`config.mk`:
```
export PLATFORM = sky130hd
export DESIGN_NAME = instr_fetch_seq
export DESIGN_NICKNAME = d
export VERILOG_FILES = /design/src/rtl/isa_pkg.sv /design/src/rtl/ifetch_next_pc.sv /design/src/rtl/instr_fetch_seq.sv
export SDC_FILE = /design/constraint.sdc
export NUM_CORES = 1
export LEC_CHECK = 0
export CAP_MARGIN = 15
export CORE_MARGIN = 2
export CORE_UTILIZATION = 45
export DETAILED_ROUTE_END_ITERATION = 12
export PLACE_DENSITY = 0.89
export SLEW_MARGIN = 0
export SYNTH_ARGS = -nofsm -noshare
export SYNTH_HDL_FRONTEND = slang
export SYNTH_SLANG_ARGS = --single-unit
```
`constraint.sdc`:
```
create_clock -name clk -period 5.63 [get_ports clk]
set_input_delay 0.563 -clock clk [delete_from_list [all_inputs] [get_ports clk]]
set_output_delay 0.563 -clock clk [all_outputs]
set_load 0.1 [all_outputs]
```
`src/rtl/isa_pkg.sv`:
```
// Shared ISA definitions for the instruction-issue path: opcode classes,
// branch/memory subops, the halt encoding and the fetch sequencer states.
package isa_pkg;

  localparam logic [1:0] CLS_ALU = 2'd0;
  localparam logic [1:0] CLS_IMM = 2'd1;
  localparam logic [1:0] CLS_BR  = 2'd2;
  localparam logic [1:0] CLS_MEM = 2'd3;

  localparam logic [3:0] BR_ALW  = 4'd0;
  localparam logic [3:0] BR_NEG  = 4'd1;
  localparam logic [3:0] BR_POS  = 4'd2;
  localparam logic [3:0] BR_ZERO = 4'd3;

  localparam logic [3:0] MEM_CALL = 4'd4;
  localparam logic [3:0] MEM_RET  = 4'd5;

  localparam logic [31:0] HALT_WORD_DEF = 32'hFFFF_FFFF;

  typedef enum logic [2:0] {
    ST_REQ,
    ST_WAIT,
    ST_ISSUE,
    ST_RESOLVE,
    ST_HALT
  } fetchState_e;

endpackage

```
`src/rtl/ifetch_next_pc.sv`:
```
// Next-PC computation for the fetch sequencer: decodes the held instruction
// and produces the post-issue PC, the post-resolve PC and the resolve flag.
module ifetch_next_pc
  import isa_pkg::*;
#(
  parameter int          ADDR_W    = 32,
  parameter logic [31:0] HALT_WORD = HALT_WORD_DEF
) (
  input  logic [ADDR_W-1:0] pc,
  input  logic [31:0]       instruct,
  input  logic              redirectValid,
  input  logic [ADDR_W-1:0] redirectPc,
  input  logic              resolveNt,
  output logic [ADDR_W-1:0] issueNextPc,
  output logic [ADDR_W-1:0] resolveNextPc,
  output logic              needsResolve,
  output logic              isHalt,
  output logic              resolveDone
);

  logic [1:0]               cls;
  logic [3:0]               subop;
  logic                     isUncond;
  logic                     isCond;
  logic                     isCallRet;
  logic signed [ADDR_W-1:0] off;
  logic [ADDR_W-1:0]        seqPc;

  // The size cast sign-extends (or truncates) the 26-bit offset field to ADDR_W.
  function automatic logic signed [ADDR_W-1:0] signExtOff(input logic [25:0] field);
    logic signed [25:0] sField;
    sField = field;
    return ADDR_W'(sField);
  endfunction

  always_comb begin
    cls       = instruct[31:30];
    subop     = instruct[29:26];
    off       = signExtOff(instruct[25:0]);
    isHalt    = (instruct == HALT_WORD);
    isUncond  = (cls == CLS_BR) && (subop == BR_ALW);
    isCond    = (cls == CLS_BR) &&
                ((subop == BR_NEG) || (subop == BR_POS) || (subop == BR_ZERO));
    isCallRet = (cls == CLS_MEM) && ((subop == MEM_CALL) || (subop == MEM_RET));
    needsResolve = !isHalt && (isCond || isCallRet);

    seqPc       = pc + ADDR_W'(1);
    issueNextPc = isUncond ? (seqPc + $unsigned(off)) : seqPc;

    // A redirect takes priority over a simultaneous not-taken report.
    resolveDone   = redirectValid || resolveNt;
    resolveNextPc = redirectValid ? redirectPc : seqPc;
  end

endmodule

```
`src/rtl/instr_fetch_seq.sv`:
```
// Instruction-issue sequencer: fetches one word at a time, holds it on
// instruct until accepted, and steps the PC. Optional counters: IFETCH_PERF_CNT_EN.
module instr_fetch_seq
  import isa_pkg::*;
#(
  parameter int                ADDR_W    = 32,
  parameter logic [ADDR_W-1:0] RESET_PC  = '0,
  parameter logic [31:0]       HALT_WORD = HALT_WORD_DEF
) (
  input  logic              clk,
  input  logic              rst,
  output logic              imem_req,
  output logic [ADDR_W-1:0] imem_addr,
  input  logic              imem_ack,
  input  logic [31:0]       imem_rdata,
  output logic [31:0]       instruct,
  output logic              instr_valid,
  input  logic              instr_ready,
  input  logic              stall,
  input  logic              redirect_valid,
  input  logic [ADDR_W-1:0] redirect_pc,
  input  logic              resolve_nt,
  output logic [ADDR_W-1:0] pc,
  output logic              halted,
  output logic              seq_err
`ifdef IFETCH_PERF_CNT_EN
  ,
  output logic [31:0]       issue_cnt,
  output logic [31:0]       stall_cnt
`endif
);

  fetchState_e       state;
  fetchState_e       nextState;
  logic              fetching;
  logic              ackTaken;
  logic              issueAccept;
  logic              inResolve;
  logic              spurious;
  logic              doubleResolve;
  logic [ADDR_W-1:0] issueNextPc;
  logic [ADDR_W-1:0] resolveNextPc;
  logic              needsResolve;
  logic              isHalt;
  logic              resolveDone;

  ifetch_next_pc #(
    .ADDR_W    (ADDR_W),
    .HALT_WORD (HALT_WORD)
  ) uNextPc (
    .pc            (pc),
    .instruct      (instruct),
    .redirectValid (redirect_valid),
    .redirectPc    (redirect_pc),
    .resolveNt     (resolve_nt),
    .issueNextPc   (issueNextPc),
    .resolveNextPc (resolveNextPc),
    .needsResolve  (needsResolve),
    .isHalt        (isHalt),
    .resolveDone   (resolveDone)
  );

  always_comb begin
    fetching      = (state == ST_REQ) || (state == ST_WAIT);
    ackTaken      = fetching && imem_ack;
    issueAccept   = (state == ST_ISSUE) && instr_ready && !stall;
    inResolve     = (state == ST_RESOLVE);
    spurious      = (redirect_valid || resolve_nt) && !inResolve && (state != ST_HALT);
    doubleResolve = inResolve && redirect_valid && resolve_nt;
  end

  always_ff @(posedge clk) begin
    if (rst) state <= ST_REQ;
    else     state <= nextState;
  end

  always_comb begin
    nextState = state;
    unique case (state)
      ST_REQ, ST_WAIT: nextState = imem_ack ? ST_ISSUE : ST_WAIT;
      ST_ISSUE: begin
        if (issueAccept) begin
          if (isHalt)            nextState = ST_HALT;
          else if (needsResolve) nextState = ST_RESOLVE;
          else                   nextState = ST_REQ;
        end
      end
      ST_RESOLVE: if (resolveDone) nextState = ST_REQ;
      ST_HALT:    nextState = ST_HALT;
      default:    nextState = ST_REQ;
    endcase
  end

  // State-decoded outputs are masked while rst is held so they show reset values.
  always_comb begin
    imem_req    = fetching && !rst;
    instr_valid = (state == ST_ISSUE) && !rst;
    halted      = (state == ST_HALT) && !rst;
    imem_addr   = pc;
  end

  always_ff @(posedge clk) begin
    if (rst) begin
      pc <= RESET_PC;
    end else if (issueAccept && !isHalt && !needsResolve) begin
      pc <= issueNextPc;
    end else if (inResolve && resolveDone) begin
      pc <= resolveNextPc;
    end
  end

  always_ff @(posedge clk) begin
    if (rst)           instruct <= '0;
    else if (ackTaken) instruct <= imem_rdata;
  end

  always_ff @(posedge clk) begin
    if (rst)                          seq_err <= 1'b0;
    else if (spurious || doubleResolve) seq_err <= 1'b1;
  end

`ifdef IFETCH_PERF_CNT_EN
  function automatic logic [31:0] satInc(input logic [31:0] cnt);
    return (cnt == 32'hFFFF_FFFF) ? cnt : cnt + 32'd1;
  endfunction

  always_ff @(posedge clk) begin
    if (rst) begin
      issue_cnt <= '0;
      stall_cnt <= '0;
    end else begin
      if (issueAccept) issue_cnt <= satInc(issue_cnt);
      if ((state == ST_ISSUE) && (stall || !instr_ready)) stall_cnt <= satInc(stall_cnt);
    end
  end
`endif

endmodule
```
==> run metrics, run 1 <==
Sum Neg Setup Slack=0 ns; VDD IR max=0.000133 V; clock sink count=68; via count=6540; Worst-Margin Slew=1.10 ns; Placement Setup Slack=1.30 ns; first-pass GRT wire length=31800 um; ANT cells=0; Seq pwr share=31.1%; number of synthesized flops with an enable pin=0; Reg clk slew, reported paths=0.06 ns; RSZ-0062 raised after global routing=no; Skew-Pair Late Insertion Delay=0.34 ns; Hold Buf Count CTS=0; vias in the first global route=6081; max cap viols=0; Die Span Y=118 um; antenna viol nets, final=0; reg2reg path depth=16; post-DR wirelength/cell=18.5 um; CP Data Required Time=5.84 ns; Post-CTS Setup Inserts=0; crit path time final=4.43 ns; Switching Fraction=37.4%; die width=118 um; critical path class=reg -> reg; Syn. warnings=0; cell-internal power=1.11 mW; gr ovfl total=0; Final #Nets=1018; H-tree Lvls=3; post-synth top area share=23.4%; I/O Buffers=170; post_cts resized=0; Clock Skew=0.00466 ns; Power Dens Cells=228 mW/mm2; die area=0.0138 mm2; vias per inst=6.03; initial antenna violation count=0; sequential element share of the synthesized area=23.4%; Synth Flop Type=dfxtp_1; # setup viols final=0; CP peak stage delay=0.52 ns; Root Driver=clkbuf_16; CP arrival=4.64 ns; IO Pins=171; final period utilization=78.7%; Clock Path Buffers=2; Leak Pwr=3.04 nW; slowest stage cell on the critical path=or4b_4; Tightest Hold Check Type=reg -> reg; synthesized cell area=0.00582 mm2; Clk pwr share=37.0%; synthesized flop and latch total=68; Mapped Avg Cell Area=7.38 um2; Yosys cell types=71; Startpoint Class=register; layout cells sized above 1=5.04%; Async SR Flop Fraction=0%; Combinational Power Share=32.0%; Setup crit end kind=register; Hold Crit Depth=2; Final Max Tran Viols=0; post-synthesis cell count=788; CP cell instances=ha_1, nand3_1, nor4_2, buf_4, and3_1, and3_1, xor2_1, ha_1, a21o_1, a21o_1, or3_1, or4b_4, a21oi_4, xnor2_1, a221oi_2, nor2_1; Starting Density=46.1%; core footprint=0.0126 mm2; first-pass iteration count of the detailed router=7; switching pwr=0.662 mW; Final Hold Fails=0; most frequent cells in the layout=clkdlybuf4s50_1 (169), nand2_1 (121), a21oi_1 (91); Crit Path Max Fanout=9; routed wire length=20100 um; cts bufs inserted=9; Final GP Congestion=0.972; TritonCTS clock tree=yes; total track usage=28.2%; cell row count=41; Layout area overhead=33.3%; most common cell after layout, fill and taps aside=clkdlybuf4s50_1; DRC violations left=0; First DRT Iteration DRCs=677; top cells by area in the synthesized netlist=dfxtp_1 (23%), ha_1 (8.4%), a21oi_1 (7.8%); dominant cell type by area after synthesis=dfxtp_1; outcome=completed; relative slew slack=26.3%; syn_nets=899; HPWL after DPL=14800 um; largest net degree at the start of global routing=45; Final WS setup=1.20 ns; highest clock rate=0.226 GHz
## per-layer routing
layer	part of all wire [%]	vias to the layer above	global-route usage, %	wire, um
met5	0	-	0	0
met4	2.8	0	9.49	563
met3	12	55	7.90	2350
met2	43	411	43.1	8710
met1	42	2984	38.0	8450
li1	-	3090	-	-
## critical path: cells and delay by family, from the launching register on
| family | cells | cell delay [ns] |
|---|---|---|
| DFF | 1 | 0.49 |
| AOI/OAI and AO/OA | 4 | 0.78 |
| xor gates and xnor gates | 2 | 0.31 |
| adders and majority gates | 2 | 0.58 |
| buffers and inverters | 1 | 0.20 |
| and+or+nand+nor | 7 | 1.93 |
## metrics by stage
step | cell area (um2) | power [mW] | utilization (%) | std cells | hold WS, ns
floorplan | 5820 | 0.958 | - | 788 | 0.556
global placement | 7400 | 1.11 | 58.6 | 1067 | 0.453
detailed placement | 7400 | 1.12 | 58.6 | 1067 | 0.475
CTS | 7740 | 1.76 | 61.3 | 1083 | 0.490
global route | 7750 | 1.83 | 61.4 | 1084 | 0.512
finish | 7750 | 1.77 | 61.4 | 1084 | 0.487
## sequential cells by signal (all words and copies together) (netlist names)
| register | cells |
|---|---|
| imem_addr | 32 |
| instruct | 32 |
| state | 3 |
| seq_err | 1 |
## cells by family after synthesis
family,synth area share [%]
compound gates,27.0
buf+inv,7.36
simple gates,24.5
xor+xnor,7.38
flops,23.4
fa+ha+maj,8.73
mux,1.59
## final cells by class
type | count | area, um2
Fill cell | 1130 | 4870
Sequential cell | 68 | 1360
Tap cell | 172 | 215
Timing Repair Buffer | 177 | 1760
Inverter | 13 | 48.8
Clock buffer | 9 | 225
Multi-Input combinational cell | 638 | 4030
Clock inverter | 7 | 115
## synthesized netlist by cell type (all sizes together) (19+ instances only)
| library cell | n |
|---|---|
| nand2 | 121 |
| a21oi | 93 |
| dfxtp | 68 |
| nor2 | 66 |
| ha | 39 |
| clkbuf | 36 |
| o21ai | 34 |
| buf | 33 |
| xnor2 | 29 |
| nor3 | 20 |
| xor2 | 20 |
| nand3 | 19 |
## power by group through the flow
stage,Combinational [mW],Clock [mW],Sequential (mW)
after floorplan,0.246,0,0.712
after global placement,0.553,0,0.557
after detailed placement,0.557,0,0.558
after CTS,0.560,0.656,0.548
after global routing,0.594,0.678,0.554
final,0.566,0.654,0.549
## final timing paths
kind                        startpoint                    endpoint  slack [ns]
max          imem_addr[0]$_SDFFE_PP0P_  imem_addr[27]$_SDFFE_PP0P_        1.20
min               seq_err$_SDFFE_PP0P_        seq_err$_SDFFE_PP0P_        0.49
max reg2reg  imem_addr[0]$_SDFFE_PP0P_  imem_addr[27]$_SDFFE_PP0P_        1.20
min reg2reg       seq_err$_SDFFE_PP0P_        seq_err$_SDFFE_PP0P_        0.49
(Power assumes the default switching activity.)
==> run 2: changes to the inputs <==
- clock period: 5.63 -> 4.4 ns (I/O delays scaled with it)
==> run 2 against run 1 <==
Maximum frequency grew 7.2%. Final area grew 1.2%. Sequential power grew 28%. Routed wire length is 2.1% higher. Hold slack got worse by 0.078 ns. Critical path depth shrank 2. Register-to-register slack worse by 0.93 ns. Sequential share of layout area rose by 0.067 points. Power rose by 27%. First-iteration DRC count up 10%. Sequential cell count unchanged. Global-route usage up 0.80 points. Largest power group unchanged. Highest routed layer unchanged.
==> run metrics, run 2 (synthesized netlist as in run 1, its figures left out) <==
first-pass GRT wire length=32500 um (+2.2%); relative slew slack=21.5% (-4.8 points); Layout area overhead=34.9%; Final Max Tran Viols=0 (unchanged); total track usage=29.0% (+0.80 points); ANT cells=0 (unchanged); via count=6624 (+1.3%); initial antenna violation count=0 (unchanged); Tightest Hold Check Type=in -> reg; CP peak stage delay=0.52 ns (about the same); layout cells sized above 1=7.80% (+2.8 points); Worst-Margin Slew=1.18 ns (+0.0760 ns); vias per inst=6.05 (+0.27%); multi-input logic area=0.00404 mm2 (+0.22%); die width=118 um (unchanged); Critical R2R Launch=imem_addr[4]$_SDFFE_PP0P_; cell row count=41 (unchanged); reg2reg path depth=14 (-2); most common cell after layout, fill and taps aside=clkdlybuf4s50_1; DRC violations left=0 (unchanged); CP Data Required Time=4.60 ns (-1.24 ns); critical path class=reg -> reg; crit path buf inv count=0 (-1); most frequent cells in the layout=clkdlybuf4s50_1 (169), nand2_1 (121), a21oi_1 (91); core footprint=0.0126 mm2 (unchanged); Startpoint Class=register; die area=0.0138 mm2 (unchanged); # setup viols final=0 (unchanged); VDD IR max=0.000215 V (+62%); Clock Path Buffers=2 (unchanged); H-tree Lvls=3 (unchanged); Clock Skew=0.00780 ns (+0.00314 ns); Top Family by Delay on Critical Path=simple AND/OR/NAND/NOR gates; Skew-Pair Late Insertion Delay=0.35 ns (about the same); Post-CTS Setup Inserts=0 (unchanged); R2R Setup Slk=0.27 ns (-0.93 ns); final period utilization=93.9% (+15 points); fin cells=1095 (+1.0%); slowest stage cell on the critical path=or4b_4; HPWL after DPL=15300 um (+3.2%); first-pass iteration count of the detailed router=7 (unchanged); Worst Hold End=state[2]$_SDFFE_PP0P_; crit path time final=4.13 ns (-0.300 ns); Leak Pwr=3.12 nW (+2.5%); First DRT Iteration DRCs=746 (+10%); I/O Buffers=170 (unchanged); TritonCTS clock tree=yes; outcome=completed; Setup crit end kind=register; CP cell instances=nand3_1, nand2b_1, nor3_2, and2_1, nand2_1, xnor2_1, ha_1, a21o_1, or3_1, or4b_4, a21oi_4, nor2_1, o31ai_1, a31oi_1; IO Pins=171 (unchanged); Register Area=0.00138 mm2 (+1.6%); Placed Cells=1079 (+1.1%); Crit Path Max Fanout=7 (-2); Sum Neg Setup Slack=0 ns (unchanged); cts bufs inserted=9 (unchanged); Root Driver=clkbuf_16; highest clock rate=0.242 GHz (+7.2%); Final #Nets=1029 (+1.1%); Die Span Y=118 um (unchanged); Final GP Congestion=0.945 (-2.8%); antenna viol nets, final=0 (unchanged); Reg clk slew, reported paths=0.06 ns (about the same); RSZ-0062 raised after global routing=no; gr ovfl total=0 (unchanged); Levels on crit path=14 (-2); max cap viols=0 (unchanged); Critical R2R Capture=imem_addr[29]$_SDFFE_PP0P_; Hold Buf Count CTS=0 (unchanged); Final Hold Fails=0 (unchanged); Starting Density=46.1% (unchanged); Hold Crit Depth=2 (unchanged); worst hold path startpoint=rst; CP arrival=4.34 ns (-0.30 ns); clock sink count=68 (unchanged); fillers=1116 (-1.2%); routed wire length=20500 um (+2.1%); largest net degree at the start of global routing=66 (+47%); vias in the first global route=6126 (+0.74%); Power Dens Cells=286 mW/mm2 (+25%); final core utilization=62.1% (+0.72 points); post-DR wirelength/cell=18.7 um (+1.1%)
==> run 2: worst max path at each step <==
stage                               from                         end  slack, ns
6_report       imem_addr[4]$_SDFFE_PP0P_  imem_addr[29]$_SDFFE_PP0P_       0.27
5_1_grt        imem_addr[4]$_SDFFE_PP0P_  imem_addr[28]$_SDFFE_PP0P_      0.005
4_1_cts        imem_addr[0]$_SDFFE_PP0P_  imem_addr[29]$_SDFFE_PP0P_       0.25
3_5_place_dp   imem_addr[0]$_SDFFE_PP0P_  imem_addr[29]$_SDFFE_PP0P_       0.29
3_3_place_gp   imem_addr[0]$_SDFFE_PP0P_  imem_addr[29]$_SDFFE_PP0P_       0.36
2_1_floorplan  imem_addr[1]$_SDFFE_PP0P_  imem_addr[29]$_SDFFE_PP0P_      0.002
==> run 2: routing by layer <==
metal  part of all wire [%]  GRT usage (%)  wire [um]  vias up
li1                       -              -          -     3117
met1                     41           38.1       8500     3044
met2                     44           44.6       9070      410
met3                     11           8.19       2320       53
met4                    2.9           11.6        603        0
met5                      0              0          0        -
==> run 2: timing repair <==
| item | CTS | global route |
|---|---|---|
| endpoints found under the setup margin | 0 | 1 |
| resized for setup | 0 | 1 |
| hold endpoints to repair | 0 | 0 |
==> run 2: final cells by class <==
cell class	count	share of cell area, %
flip-flops and latches	68	17.6
clock inverters	6	1.12
inverters	13	0.622
clock buffers	10	3.05
repair buffers	188	23.4
multi-input cells	638	51.5
well taps	172	2.74
==> run 2: report_power, final <==
| part | leakage [nW] | total, mW | internal [mW] | switching [mW] |
|---|---|---|---|---|
| Sequential | 0.563 | 0.703 | 0.649 | 0.0538 |
| Combinational | 2.39 | 0.730 | 0.221 | 0.510 |
| Clock | 0.162 | 0.807 | 0.511 | 0.296 |
==> run 2: per-stage QoR <==
step	total power [mW]	hold slack (ns)	area [um2]	setup WS, ns
global route	2.30	0.415	7840	0.00465
CTS	2.23	0.398	7830	0.245
finish	2.24	0.409	7840	0.268
detailed placement	1.43	0.478	7510	0.288
global placement	1.43	0.456	7510	0.361
floorplan	1.23	0.556	5840	0.00246
==> run 3: changes to the inputs <==
- CTS_BUF_LIST: default -> sky130_fd_sc_hd__clkbuf_16
- DONT_BUFFER_PORTS: default -> 1
- PLACE_DENSITY: 0.89 -> 0.72
==> run 3 against run 2 <==
Non-clock buffer count decreased by 110. Sequential cell count is the same. Critical path type unchanged. Sequential share of layout area is 3.5 points higher. Critical endpoint is now imem_addr[28]$_SDFFE_PP0P_. Sequential power fell by 2%. Via count decreased by 8.9%. Global-route usage fell by 1.7 points. Clock skew hardly changed.
==> run metrics, run 3 (synthesized netlist as in run 1, its figures left out) <==
Clock Path Buffers=2 (unchanged); critical path class=reg -> reg; Startpoint Class=register; IO Pins=171 (unchanged); cell row count=41 (unchanged); vias in the first global route=5718 (-6.7%); via count=6036 (-8.9%); I/O Buffers=0 (-100%); most common cell after layout, fill and taps aside=nand2_1; Crit Path Max Fanout=6 (-1); Tightest Hold Check Type=in -> reg; crit path time final=4.15 ns (+0.0203 ns); Combinational Power Share=31.2% (-1.4 points); Final #Nets=919 (-11%); cell-internal power=1.22 mW (-11%); Hold Buf Count CTS=0 (unchanged); Leak Pwr=2.84 nW (-9.0%); # setup viols final=0 (unchanged); DRC violations left=0 (unchanged); RSZ-0062 raised after global routing=no; Die Span Y=118 um (unchanged); TritonCTS clock tree=yes; gr ovfl total=0 (unchanged); Skew-Pair Late Insertion Delay=0.35 ns (about the same); HPWL after DPL=14600 um (-4.7%); highest clock rate=0.241 GHz (-0.49%); cts bufs inserted=9 (unchanged); clock sink count=68 (unchanged); Power Dens Cells=305 mW/mm2 (+6.7%); Placed Cells=968 (-10%); CP arrival=4.35 ns (about the same); Hold Crit Depth=1 (-1); CP peak stage delay=0.43 ns (-0.09 ns); CP cell instances=nand3_1, nand2b_1, nor3_2, nand2_1, or3_1, nand2_1, ha_1, a21oi_1, o21bai_1, a21o_1, a211o_1, a31oi_1, o21bai_1, xnor2_1, a2111oi_0; relative slew slack=27.8% (+6.3 points); first-pass iteration count of the detailed router=7 (unchanged); layout cells sized above 1=18.2% (+10 points); Worst-Margin Slew=1.08 ns (-0.0951 ns); total track usage=27.2% (-1.7 points); core footprint=0.0126 mm2 (unchanged); Critical R2R Launch=imem_addr[5]$_SDFFE_PP0P_; fin cells=985 (-10%); Final Hold Fails=0 (unchanged); most frequent cells in the layout=nand2_1 (121), a21oi_1 (91), buf_4 (74); first-pass GRT wire length=30400 um (-6.5%); initial antenna violation count=0 (unchanged); fillers=1225 (+9.8%); CP Data Required Time=4.60 ns (about the same); Switching Fraction=39.8% (+1.4 points); final period utilization=94.4% (+0.46 points); Final Max Tran Viols=0 (unchanged); ANT cells=0 (unchanged); die width=118 um (unchanged); die area=0.0138 mm2 (unchanged); Seq pwr share=34.0% (+2.6 points); Setup crit end kind=register; Worst Hold End=imem_addr[4]$_SDFFE_PP0P_; switching pwr=0.807 mW (-6.1%); Post-CTS Setup Inserts=0 (unchanged); post-DR wirelength/cell=19.7 um (+5.1%); antenna viol nets, final=0 (unchanged); Layout area overhead=14.5%; R2R Setup Slk=0.25 ns (-0.02 ns); max cap viols=0 (unchanged); routed wire length=19400 um (-5.5%); slowest stage cell on the critical path=a2111oi_0; vias per inst=6.13 (+1.3%); First DRT Iteration DRCs=606 (-19%); Critical R2R Capture=imem_addr[28]$_SDFFE_PP0P_; Final GP Congestion=0.965 (+2.2%); reg2reg path depth=15 (+1); Clock Skew=0.00822 ns (+0.000415 ns); VDD IR max=0.000255 V (+18%); largest net degree at the start of global routing=73 (+11%); Root Driver=clkbuf_16; Clk pwr share=34.9% (-1.1 points); Sum Neg Setup Slack=0 ns (unchanged); Reg clk slew, reported paths=0.06 ns (about the same); H-tree Lvls=3 (unchanged); outcome=completed; worst hold path startpoint=rst; Starting Density=46.1% (unchanged)
[run 3: cell count changes in the layout (fill, tap and decap cells not counted), sizes merged]
cell,change
clkdlybuf4s50,-169
buf,+57
clkinv,-2
clkinvlp,+2
inv,+2
bufinv,-1
clkbuf,+1
[run 3: final cells by class]
class                           instances  area, um2  area share (%)
Sequential cell                        68       1400            21.1
Tap cell                              172        215            3.23
Inverter                               13       48.8           0.733
Timing Repair Buffer                   78        644            9.68
Clock inverter                          7       60.1           0.902
Multi-Input combinational cell        638       4060            61.0
Clock buffer                            9        225            3.38
[run 3: layer usage]
layer / track usage, % / up-vias / wire, um / part of all wire, %
li1: - / 2901 / - / -
met1: 37.2 / 2760 / 8700 / 45
met2: 40.9 / 335 / 8190 / 42
met3: 7.36 / 40 / 1970 / 10
met4: 10.2 / 0 / 515 / 2.7
met5: 0 / - / 0 / 0
[run 3: worst max-delay path by stage]
stage | endpoint | slack [ns] | cells after the start | startpoint
5_1_grt | imem_addr[29]$_SDFFE_PP0P_ | 0.009 | 15 | imem_addr[0]$_SDFFE_PP0P_
2_1_floorplan | imem_addr[29]$_SDFFE_PP0P_ | 0.002 | 15 | imem_addr[1]$_SDFFE_PP0P_
4_1_cts | imem_addr[29]$_SDFFE_PP0P_ | 0.15 | 15 | imem_addr[0]$_SDFFE_PP0P_
3_5_place_dp | imem_addr[29]$_SDFFE_PP0P_ | 0.21 | 15 | imem_addr[0]$_SDFFE_PP0P_
3_3_place_gp | imem_addr[29]$_SDFFE_PP0P_ | 0.33 | 15 | imem_addr[0]$_SDFFE_PP0P_
6_report | imem_addr[28]$_SDFFE_PP0P_ | 0.25 | 15 | imem_addr[5]$_SDFFE_PP0P_
[run 3: timing repair]
action,CTS,global route
endpoints found under the hold margin,0,0
gates resized for setup,0,2
endpoints found under the setup margin,0,3
[run 3: critical path, delay by kind of cell, from the launching register on]
family | cells | cell delay, ns
XOR/XNOR | 1 | 0.14
AO/OA/AOI/OAI | 7 | 1.65
flip-flops | 1 | 0.32
adder cells (fa/ha/maj) | 1 | 0.25
AND/OR/NAND/NOR | 6 | 1.64
[run 3: metrics by stage]
| step | util [%] | hold WS (ns) | area (um2) | power (mW) | worst slack (ns) |
|---|---|---|---|---|---|
| after global routing | 52.8 | 0.156 | 6660 | 2.10 | 0.00944 |
| after CTS | 52.5 | 0.151 | 6630 | 2.03 | 0.148 |
| after detailed placement | 50.3 | 0.445 | 6350 | 1.33 | 0.214 |
| final | 52.8 | 0.163 | 6660 | 2.03 | 0.247 |
| after global placement | 50.3 | 0.439 | 6350 | 1.32 | 0.328 |
| after floorplan | - | 0.556 | 5840 | 1.23 | 0.00246 |
[run 3: power groups by stage]
stage	clock, mW	sequential (mW)	combinational [mW]
after floorplan	0	0.912	0.315
after global placement	0	0.702	0.620
after detailed placement	0	0.702	0.623
after CTS	0.716	0.689	0.626
after global routing	0.743	0.695	0.665
final	0.708	0.690	0.632
